<file path="src/rtl/dmem_lsu.sv">
// -----------------------------------------------------------------------------
// dmem_lsu -- core-side load/store unit driving a word-wide synchronous
// rwmemory port (one-cycle read latency).
//
// It turns RISC-V LB/LH/LW/LBU/LHU/SB/SH/SW requests into word accesses.
// Sub-word stores are done as read-modify-write. A request is rejected with
// resp_err=1, and no memory access is made, if it is misaligned or uses an
// illegal funct3.
//
// Ports
//   clock, reset              single clock; synchronous active-high reset
//   req_valid/req_ready       request handshake (req_ready=1 only in IDLE)
//   req_store, req_funct3     operation: store flag and RISC-V width code
//   req_addr, req_wdata       byte address and right-justified store data
//   resp_valid/resp_ready     response handshake; held until consumed
//   resp_rdata, resp_err      extended load data (0 for stores/errors), error
//   mem_en, mem_wen           rwmemory enable / write enable
//   mem_addr                  word address = req_addr[AW+1:2] (upper bits wrap)
//   mem_wdata, mem_rdata      rwmemory data_in / data_out
// -----------------------------------------------------------------------------
module dmem_lsu #(
  parameter  int MEMSIZE = 1024,
  localparam int AW      = $clog2(MEMSIZE)
) (
  input  logic          clock,
  input  logic          reset,
  input  logic          req_valid,
  output logic          req_ready,
  input  logic          req_store,
  input  logic [2:0]    req_funct3,
  input  logic [31:0]   req_addr,
  input  logic [31:0]   req_wdata,
  output logic          resp_valid,
  input  logic          resp_ready,
  output logic [31:0]   resp_rdata,
  output logic          resp_err,
  output logic          mem_en,
  output logic          mem_wen,
  output logic [AW-1:0] mem_addr,
  output logic [31:0]   mem_wdata,
  input  logic [31:0]   mem_rdata
);

  typedef enum logic [2:0] {
    S_IDLE,
    S_READ,
    S_CAPT,
    S_WRITE,
    S_RESP
  } state_t;

  state_t      state_q;
  logic        store_q;
  logic [2:0]  funct3_q;
  logic [31:0] addr_q;
  logic [31:0] wdata_q;
  logic [31:0] rdata_q;
  logic        err_q;
  logic [31:0] mem_wdata_q;

  // Next-value helpers computed from the registered request.
  logic        req_bad;
  logic [7:0]  byte_sel;
  logic [15:0] half_sel;
  logic [31:0] rdata_d;
  logic [31:0] merged_d;

  // Illegal width codes, stores with the unsigned bit set, or misalignment.
  always_comb begin
    // NOTE: every signal assigned in always_comb gets a default first so no latch is inferred.
    req_bad = 1'b0;
    case (req_funct3)
      3'b011, 3'b110, 3'b111: req_bad = 1'b1;
      3'b001, 3'b101:         req_bad = req_addr[0];
      3'b010:                 req_bad = (req_addr[1:0] != 2'b00);
      default:                req_bad = 1'b0;
    endcase
    if (req_store && req_funct3[2]) req_bad = 1'b1;
  end

  // Lane extraction for loads and lane merge for sub-word stores.
  always_comb begin
    byte_sel = mem_rdata[{addr_q[1:0], 3'b000} +: 8];
    half_sel = addr_q[1] ? mem_rdata[31:16] : mem_rdata[15:0];

    case (funct3_q)
      3'b000:  rdata_d = {{24{byte_sel[7]}}, byte_sel};
      3'b001:  rdata_d = {{16{half_sel[15]}}, half_sel};
      3'b100:  rdata_d = {24'h0, byte_sel};
      3'b101:  rdata_d = {16'h0, half_sel};
      default: rdata_d = mem_rdata;
    endcase

    merged_d = mem_rdata;
    if (funct3_q[1:0] == 2'b00)
      merged_d[{addr_q[1:0], 3'b000} +: 8] = wdata_q[7:0];
    else
      merged_d[{addr_q[1], 4'b0000} +: 16] = wdata_q[15:0];
  end

  always_ff @(posedge clock) begin
    if (reset) begin
      // NOTE: sequential state uses non-blocking assignments so every register samples pre-edge values.
      state_q     <= S_IDLE;
      store_q     <= 1'b0;
      funct3_q    <= 3'b000;
      addr_q      <= 32'h0;
      wdata_q     <= 32'h0;
      rdata_q     <= 32'h0;
      err_q       <= 1'b0;
      mem_wdata_q <= 32'h0;
    end else begin
      case (state_q)
        S_IDLE: begin
          if (req_valid) begin
            store_q  <= req_store;
            funct3_q <= req_funct3;
            addr_q   <= req_addr;
            wdata_q  <= req_wdata;
            rdata_q  <= 32'h0;
            err_q    <= req_bad;
            if (req_bad) begin
              state_q <= S_RESP;
            end else if (req_store && req_funct3 == 3'b010) begin
              mem_wdata_q <= req_wdata;
              state_q     <= S_WRITE;
            end else begin
              state_q <= S_READ;
            end
          end
        end
        S_READ:  state_q <= S_CAPT;
        S_CAPT: begin
          if (store_q) begin
            mem_wdata_q <= merged_d;
            state_q     <= S_WRITE;
          end else begin
            rdata_q <= rdata_d;
            state_q <= S_RESP;
          end
        end
        S_WRITE: state_q <= S_RESP;
        S_RESP:  if (resp_ready) state_q <= S_IDLE;
        default: state_q <= S_IDLE;
      endcase
    end
  end

  // Memory strobes are decoded from state; reset masks them so a WRITE
  // cycle that coincides with reset never reaches the memory.
  assign req_ready  = (state_q == S_IDLE);
  assign resp_valid = (state_q == S_RESP);
  assign resp_rdata = rdata_q;
  assign resp_err   = err_q;
  assign mem_en     = ((state_q == S_READ) || (state_q == S_WRITE)) && !reset;
  assign mem_wen    = (state_q == S_WRITE) && !reset;
  assign mem_addr   = addr_q[AW+1:2];
  assign mem_wdata  = mem_wdata_q;

endmodule

</file>
<file path="config.mk">
export PLATFORM = sky130hd
export DESIGN_NAME = dmem_lsu
export DESIGN_NICKNAME = d
export VERILOG_FILES = /design/src/rtl/dmem_lsu.sv
export SDC_FILE = /design/constraint.sdc
export NUM_CORES = 1
export LEC_CHECK = 0
export ABC_CLOCK_PERIOD_IN_PS = 3200
export CAP_MARGIN = 20
export CORE_MARGIN = 1
export CORE_UTILIZATION = 45
export DETAILED_ROUTE_END_ITERATION = 12
export DONT_BUFFER_PORTS = 1
export PLACE_DENSITY = 0.56
export SYNTH_ARGS = -nofsm -noshare
export SYNTH_HDL_FRONTEND = slang
export SYNTH_SLANG_ARGS = --single-unit
export TNS_END_PERCENT = 20
</file>
<file path="constraint.sdc">
create_clock -name clock -period 3.2 [get_ports clock]
set_clock_uncertainty 0.1 [all_clocks]
set_input_delay 0.64 -clock clock [delete_from_list [all_inputs] [get_ports clock]]
set_output_delay 0.64 -clock clock [all_outputs]
set_load 0.05 [all_outputs]
</file>
# Word-level counts from Yosys, hierarchy flattened
# Index checks and enable logic that the tools add are counted.
# classes
n_eq_ne	19
n_addsub	2
reduce_logical	17
mux	21
shift	5
# op_table
op	n
32-bit 2-to-1 mux	7
32-bit case mux with 2 select lines	2
32-bit case mux with 4 select lines	1
32-bit bitwise mux	2
16-bit by 7-bit variable shift with 32-bit output (first input constant)	1
8-bit by 7-bit variable shift with 32-bit output (first input constant)	1
16-bit by 7-bit variable part select with 32-bit output	1
32-bit by 6-bit variable part select with 8-bit output	1
8-bit by 7-bit variable part select with 32-bit output	1
3-bit equality test (second input constant)	6
16-bit 2-to-1 mux	1
3-bit case mux with 5 select lines	1
5-bit negation with 7-bit output	2
3-bit by 2-bit equality test with 1-bit output (second input constant)	4
3-bit 2-to-1 mux	4
3-bit by 1-bit equality test with 1-bit output (second input constant)	3
2-bit inequality test (second input constant)	4
3-bit logical NOT	2
5-bit AND reduction	1
1-bit logical AND	4
2-bit by 1-bit inequality test with 1-bit output (second input constant)	2
2-bit AND reduction	2
2-bit nonzero test	2
1-bit case mux with 3 select lines	1
other kinds (8)	8
# word_totals
regBits	100

# Longest topological paths before layout
# logic_depth
word_depth	7
mapped_depth	10

# Worst setup path after synthesis
# OpenSTA, ideal clock, no wires.
# synth_timing
path_type	reg2reg
from	register addr_q[1]
to	register mem_wdata_q[21], in the netlist mem_wdata[21]
path_stages_with_launch	11
arrival_ps	2477
required_ps	3011
slack_ps	534
setup_ps	89
path_cell_list	dfxtp_1 buf_2 buf_2 buf_2 inv_1 ha_1 nor4bb_1 clkbuf_1 a221oi_1 a211o_1 a311oi_2
# synth_via
elab_chain_len	6
elab_cells_between_ends	11
# synth_lines
item	line_no	rtl
start: declaration	55	logic [31:0] addr_q;
start signal: assignment	118	addr_q <= req_addr;
5-bit negation with 7-bit output, on equally long branches	98, 96	
16-bit by 7-bit variable part select with 32-bit output (tied with other cells)	98	merged_d[{addr_q[1], 4'b0000} +: 16] = wdata_q[15:0];
32-bit bitwise mux, on equally long branches	98, 96	
32-bit 2-to-1 mux (*)	95	if (funct3_q[1:0] == 2'b00)
32-bit 2-to-1 mux (*)	134	if (store_q) begin
32-bit case mux with 2 select lines (*)	113	case (state_q)
end signal: assignment	125	mem_wdata_q <= req_wdata;
end signal: assignment	135	mem_wdata_q <= merged_d;
end: declaration	59	logic [31:0] mem_wdata_q;
# Every way passes the cells marked *; elsewhere a longest branch is shown, timed or not. The select of a mux whose other input is x is not followed.
# A chain may end at the register's enable or synchronous reset.

# Final worst setup path
# layout_timing
from	register addr_q[0]
to	register mem_wdata_q[7], in the netlist mem_wdata[7]
# layout_via
elab_chain_len	6
elab_cells_between_ends	7
# layout_lines
item	line_no	rtl
5-bit negation with 7-bit output (*)	96	merged_d[{addr_q[1:0], 3'b000} +: 8] = wdata_q[7:0];
8-bit by 7-bit variable part select with 32-bit output or 8-bit by 7-bit variable shift with 32-bit output (tied branches)	96	
32-bit bitwise mux (*)	96	
32-bit 2-to-1 mux (*)	95	
32-bit 2-to-1 mux (*)	134	
32-bit case mux with 2 select lines (*)	113	
# Marked as above.

==> flow_metrics.env <==
export IMPL_dp_hpwl_mm=11.78
export IMPL_synth_adder_area_share_pct=1.115
export IMPL_synthToLayoutAreaGrowth_pct=6.267
export IMPL_grt_overflow_total=0
export IMPL_synth_top_flop_cell="dfxtp_1"
export IMPL_crit_slowest_cell="dfxtp_1"
export IMPL_switchingPower_mw=0.8598
export IMPL_p_sw_share_pct=28.62
export IMPL_vias=4629
export IMPL_pwr_share_clk_pct=38.6
export IMPL_finalCritPeriodShare_pct=77.29
export IMPL_yosysWarningCount=0
export IMPL_fin_crit_ns=2.473
export IMPL_nets=686
export IMPL_cp_start_kind="register"
export IMPL_crit_buf_inv=2
export IMPL_final_core_util_pct=49.43
export IMPL_clockRootBuffer="clkbuf_16"
export IMPL_drt_antenna_violating_nets=0
export IMPL_via_per_inst=6.172
export IMPL_grtUsageMet1_pct=33.01
export IMPL_gp_congestion=0.8495
export IMPL_hold_viol_final=0
export IMPL_cpLargestDelayFamily="compound AO/OA/AOI/OAI gates"
export IMPL_synth_area_um2=5610
export IMPL_worstPathArrival_ns=2.64
export IMPL_setup_worst_path_class="reg2reg"
export IMPL_seq_area_um2=2003
export IMPL_cts_htree_levels=3
export IMPL_coreArea_um2=12060
export IMPL_status="finished, final reports clean"
export IMPL_power_total_mw=3.004
export IMPL_rsz0062_at_grt="false"
export IMPL_tns_ns=0
export IMPL_grt_pass1_vias=4308
export IMPL_synthMuxAreaShare_pct=9.344
export IMPL_synth_simple_area_share_pct=18.40
export IMPL_multiInputGateArea_um2=3252
export IMPL_portBuffers=0
export IMPL_vdd_ir_drop_max_mv=0.2787
export IMPL_powerDensity_nw_per_um2=503.9
export IMPL_first_pass_iters=5
export IMPL_yosysSeqAreaShare_pct=35.68
export IMPL_synthCells=620
export IMPL_worstMarginPinSlew_ns=0.8253
export IMPL_ctsResizeCount=0
export IMPL_numCtsBuffers=9
export IMPL_synth_top_family_by_area="compound AO/OA/AOI/OAI gates"
export IMPL_die_h_um=113.7
export IMPL_p_leak_nw=1.993
export IMPL_hold_slack_ns=0.2457
export IMPL_grt_max_degree=72
export IMPL_nFillCells=1167
export IMPL_clock_latency_ns=0.35
export IMPL_worst_path_max_fanout=12
export IMPL_setup_viol=0
export IMPL_drc_errors=0
export IMPL_pin_count=183
export IMPL_busiest_layer="met2"
export IMPL_start_util_pct=46.51
export IMPL_dieArea_um2=12920
export IMPL_grt_met2_usage_pct=39.23
export IMPL_synth_cell_type_count=44
export IMPL_hp_class="in2reg"
export IMPL_synth_compound_area_share_pct=29.01
export IMPL_cpPeakStageDelay_ns=0.57
export IMPL_postSynthNetCount=729
export IMPL_avgSynthCellArea_um2=9.049
export IMPL_post_cts_buffers=0
export IMPL_ys_async_sr_fraction_pct=0
export IMPL_clk_pin_slew_worst_paths_ns=0.07
export IMPL_initialDrtViolationCount=457
export IMPL_end_kind="register"
export IMPL_wl_per_cell_um=21.63
export IMPL_cp_cell_sequence="inv_1 > ha_1 > nor4bb_1 > buf_4 > a221oi_1 > a211o_1 > a311oi_2"
export IMPL_wl_mm=16.22
export IMPL_ys_ff_latch=100
export IMPL_required_ns=3.36
export IMPL_antenna_found_initial=0
export IMPL_synth_edf_count=0
export IMPL_pwr_share_comb_pct=13.9
export IMPL_clock_fmax_mhz=404.3
export IMPL_grt_pass1_wl_mm=24.90
export IMPL_hold_buffers=0
export IMPL_drive_gt1_share_pct=13.40
export IMPL_synth_xor_area_share_pct=0
export IMPL_drv_cap=0
export IMPL_die_w_um=113.7
export IMPL_p_int_mw=2.144
export IMPL_pwr_share_seq_pct=47.5
export IMPL_diodes=0
export IMPL_place_area_um2=5618
export IMPL_clock_sinks=100
export IMPL_stdcell_area_um2=5962
export IMPL_grt_usage_pct=25.29
export IMPL_met3_usage_pct=6.801
export IMPL_cts_tree="done"
export IMPL_slew_headroom_pct=44.90
export IMPL_clk_path_buf_depth=2
export IMPL_slew_viol_final=0
export IMPL_rows=40
-- placed cells by master (no fill, tap or decap), types with 3 or more instances in the layout --
master,n
a211o_1,32
a21oi_1,38
a221o_1,16
a221oi_1,33
a311oi_1,4
a311oi_2,28
a32o_1,8
and2_1,4
buf_4,11
clkbuf_16,9
clkinv_2,3
dfxtp_1,99
ha_1,5
inv_1,8
mux2_2,9
mux2i_1,40
nand2_1,84
nand2b_1,53
nor2_1,38
nor2b_1,8
nor4bb_1,3
o21ai_0,9
o2bb2ai_1,7
or2_2,3
-- area by class of cell --
class,count,area share (%)
clock buffers,9,3.778
repair buffers,14,2.518
flip-flops and latches,100,33.60
multi-input cells,444,54.54
inverters,8,0.5037
clock inverters,7,1.532
well taps,168,3.526
-- worst register-to-register path, cell delays in order (launching register included) --
cell	delay, ns
dfxtp_1	0.57
inv_1	0.19
ha_1	0.37
nor4bb_1	0.32
buf_4	0.22
a221oi_1	0.09
a211o_1	0.31
a311oi_2	0.23
-- cells in the mapped netlist, drive strengths merged (3+ instances only) --
| cell type | count | area (µm²) |
|---|---|---|
| dfxtp | 100 | 2002 |
| nand2 | 84 | 315.3 |
| and2 | 4 | 25.02 |
| mux2 | 9 | 101.4 |
| a21oi | 38 | 190.2 |
| o21ai | 9 | 45.04 |
| or2 | 3 | 18.77 |
| a32o | 8 | 80.08 |
| a211o | 32 | 280.3 |
| inv | 8 | 30.03 |
| a311oi | 32 | 455.4 |
| nor2 | 40 | 150.1 |
| nor2b | 8 | 50.05 |
| ha | 5 | 62.56 |
| a221oi | 33 | 289.0 |
| buf | 24 | 166.4 |
| clkbuf | 44 | 165.2 |
| o2bb2ai | 7 | 61.31 |
| nor4bb | 3 | 30.03 |
| nand2b | 53 | 331.6 |
| mux2i | 40 | 400.4 |
| a221o | 16 | 160.2 |
-- power groups by stage --
stage	registers [mW]	logic, mW	clock network [mW]
floorplan	1.39	0.417	0
global placement	1.45	0.401	0
detailed placement	1.46	0.412	0
CTS	1.43	0.413	1.19
global route	1.43	0.463	1.23
finish	1.43	0.417	1.16
-- registers in the layout (all words and copies together) (netlist names) --
name / cells
resp_err: 1
mem_wdata: 32
resp_rdata: 32
state_q: 3
addr_q: 12
funct3_q: 3
store_q: 1
wdata_q: 16
-- cells by family after synthesis --
family                     after synthesis
and+or+nand+nor                        207
AOI/OAI and AO/OA                      182
DFF                                    100
buffers and inverters                   76
muxes                                   50
adders and majority gates                5
-- metrics by stage --
| stage | std cells | worst slack [ns] |
|---|---|---|
| final | 750 | 0.7268 |
| after global routing | 750 | 0.5378 |
| after CTS | 749 | 0.7032 |
| after detailed placement | 733 | 0.7085 |
| after global placement | 733 | 0.7388 |
| after floorplan | 620 | 0.5339 |
-- routing by layer --
metal | wire, µm | up-vias
met4 | 480 | 0
met3 | 1318 | 27
li1 | - | 2212
met5 | 0 | -
met1 | 7219 | 2190
met2 | 7200 | 200
-- final timing paths --
check | startpoint | to | slack (ns) | depth (start not counted)
setup reg to reg | addr_q[0]$_SDFFE_PP0P_ | mem_wdata[7]$_SDFFE_PP0P_ | 0.73 | 7
setup / recovery | addr_q[0]$_SDFFE_PP0P_ | mem_wdata[7]$_SDFFE_PP0P_ | 0.73 | 7
hold reg to reg | wdata_q[15]$_SDFFE_PP0P_ | wdata_q[15]$_SDFFE_PP0P_ | 0.39 | 2
hold / removal | reset | addr_q[1]$_SDFFE_PP0P_ | 0.25 | 1
No activity file was read; power rests on OpenSTA's default activity.
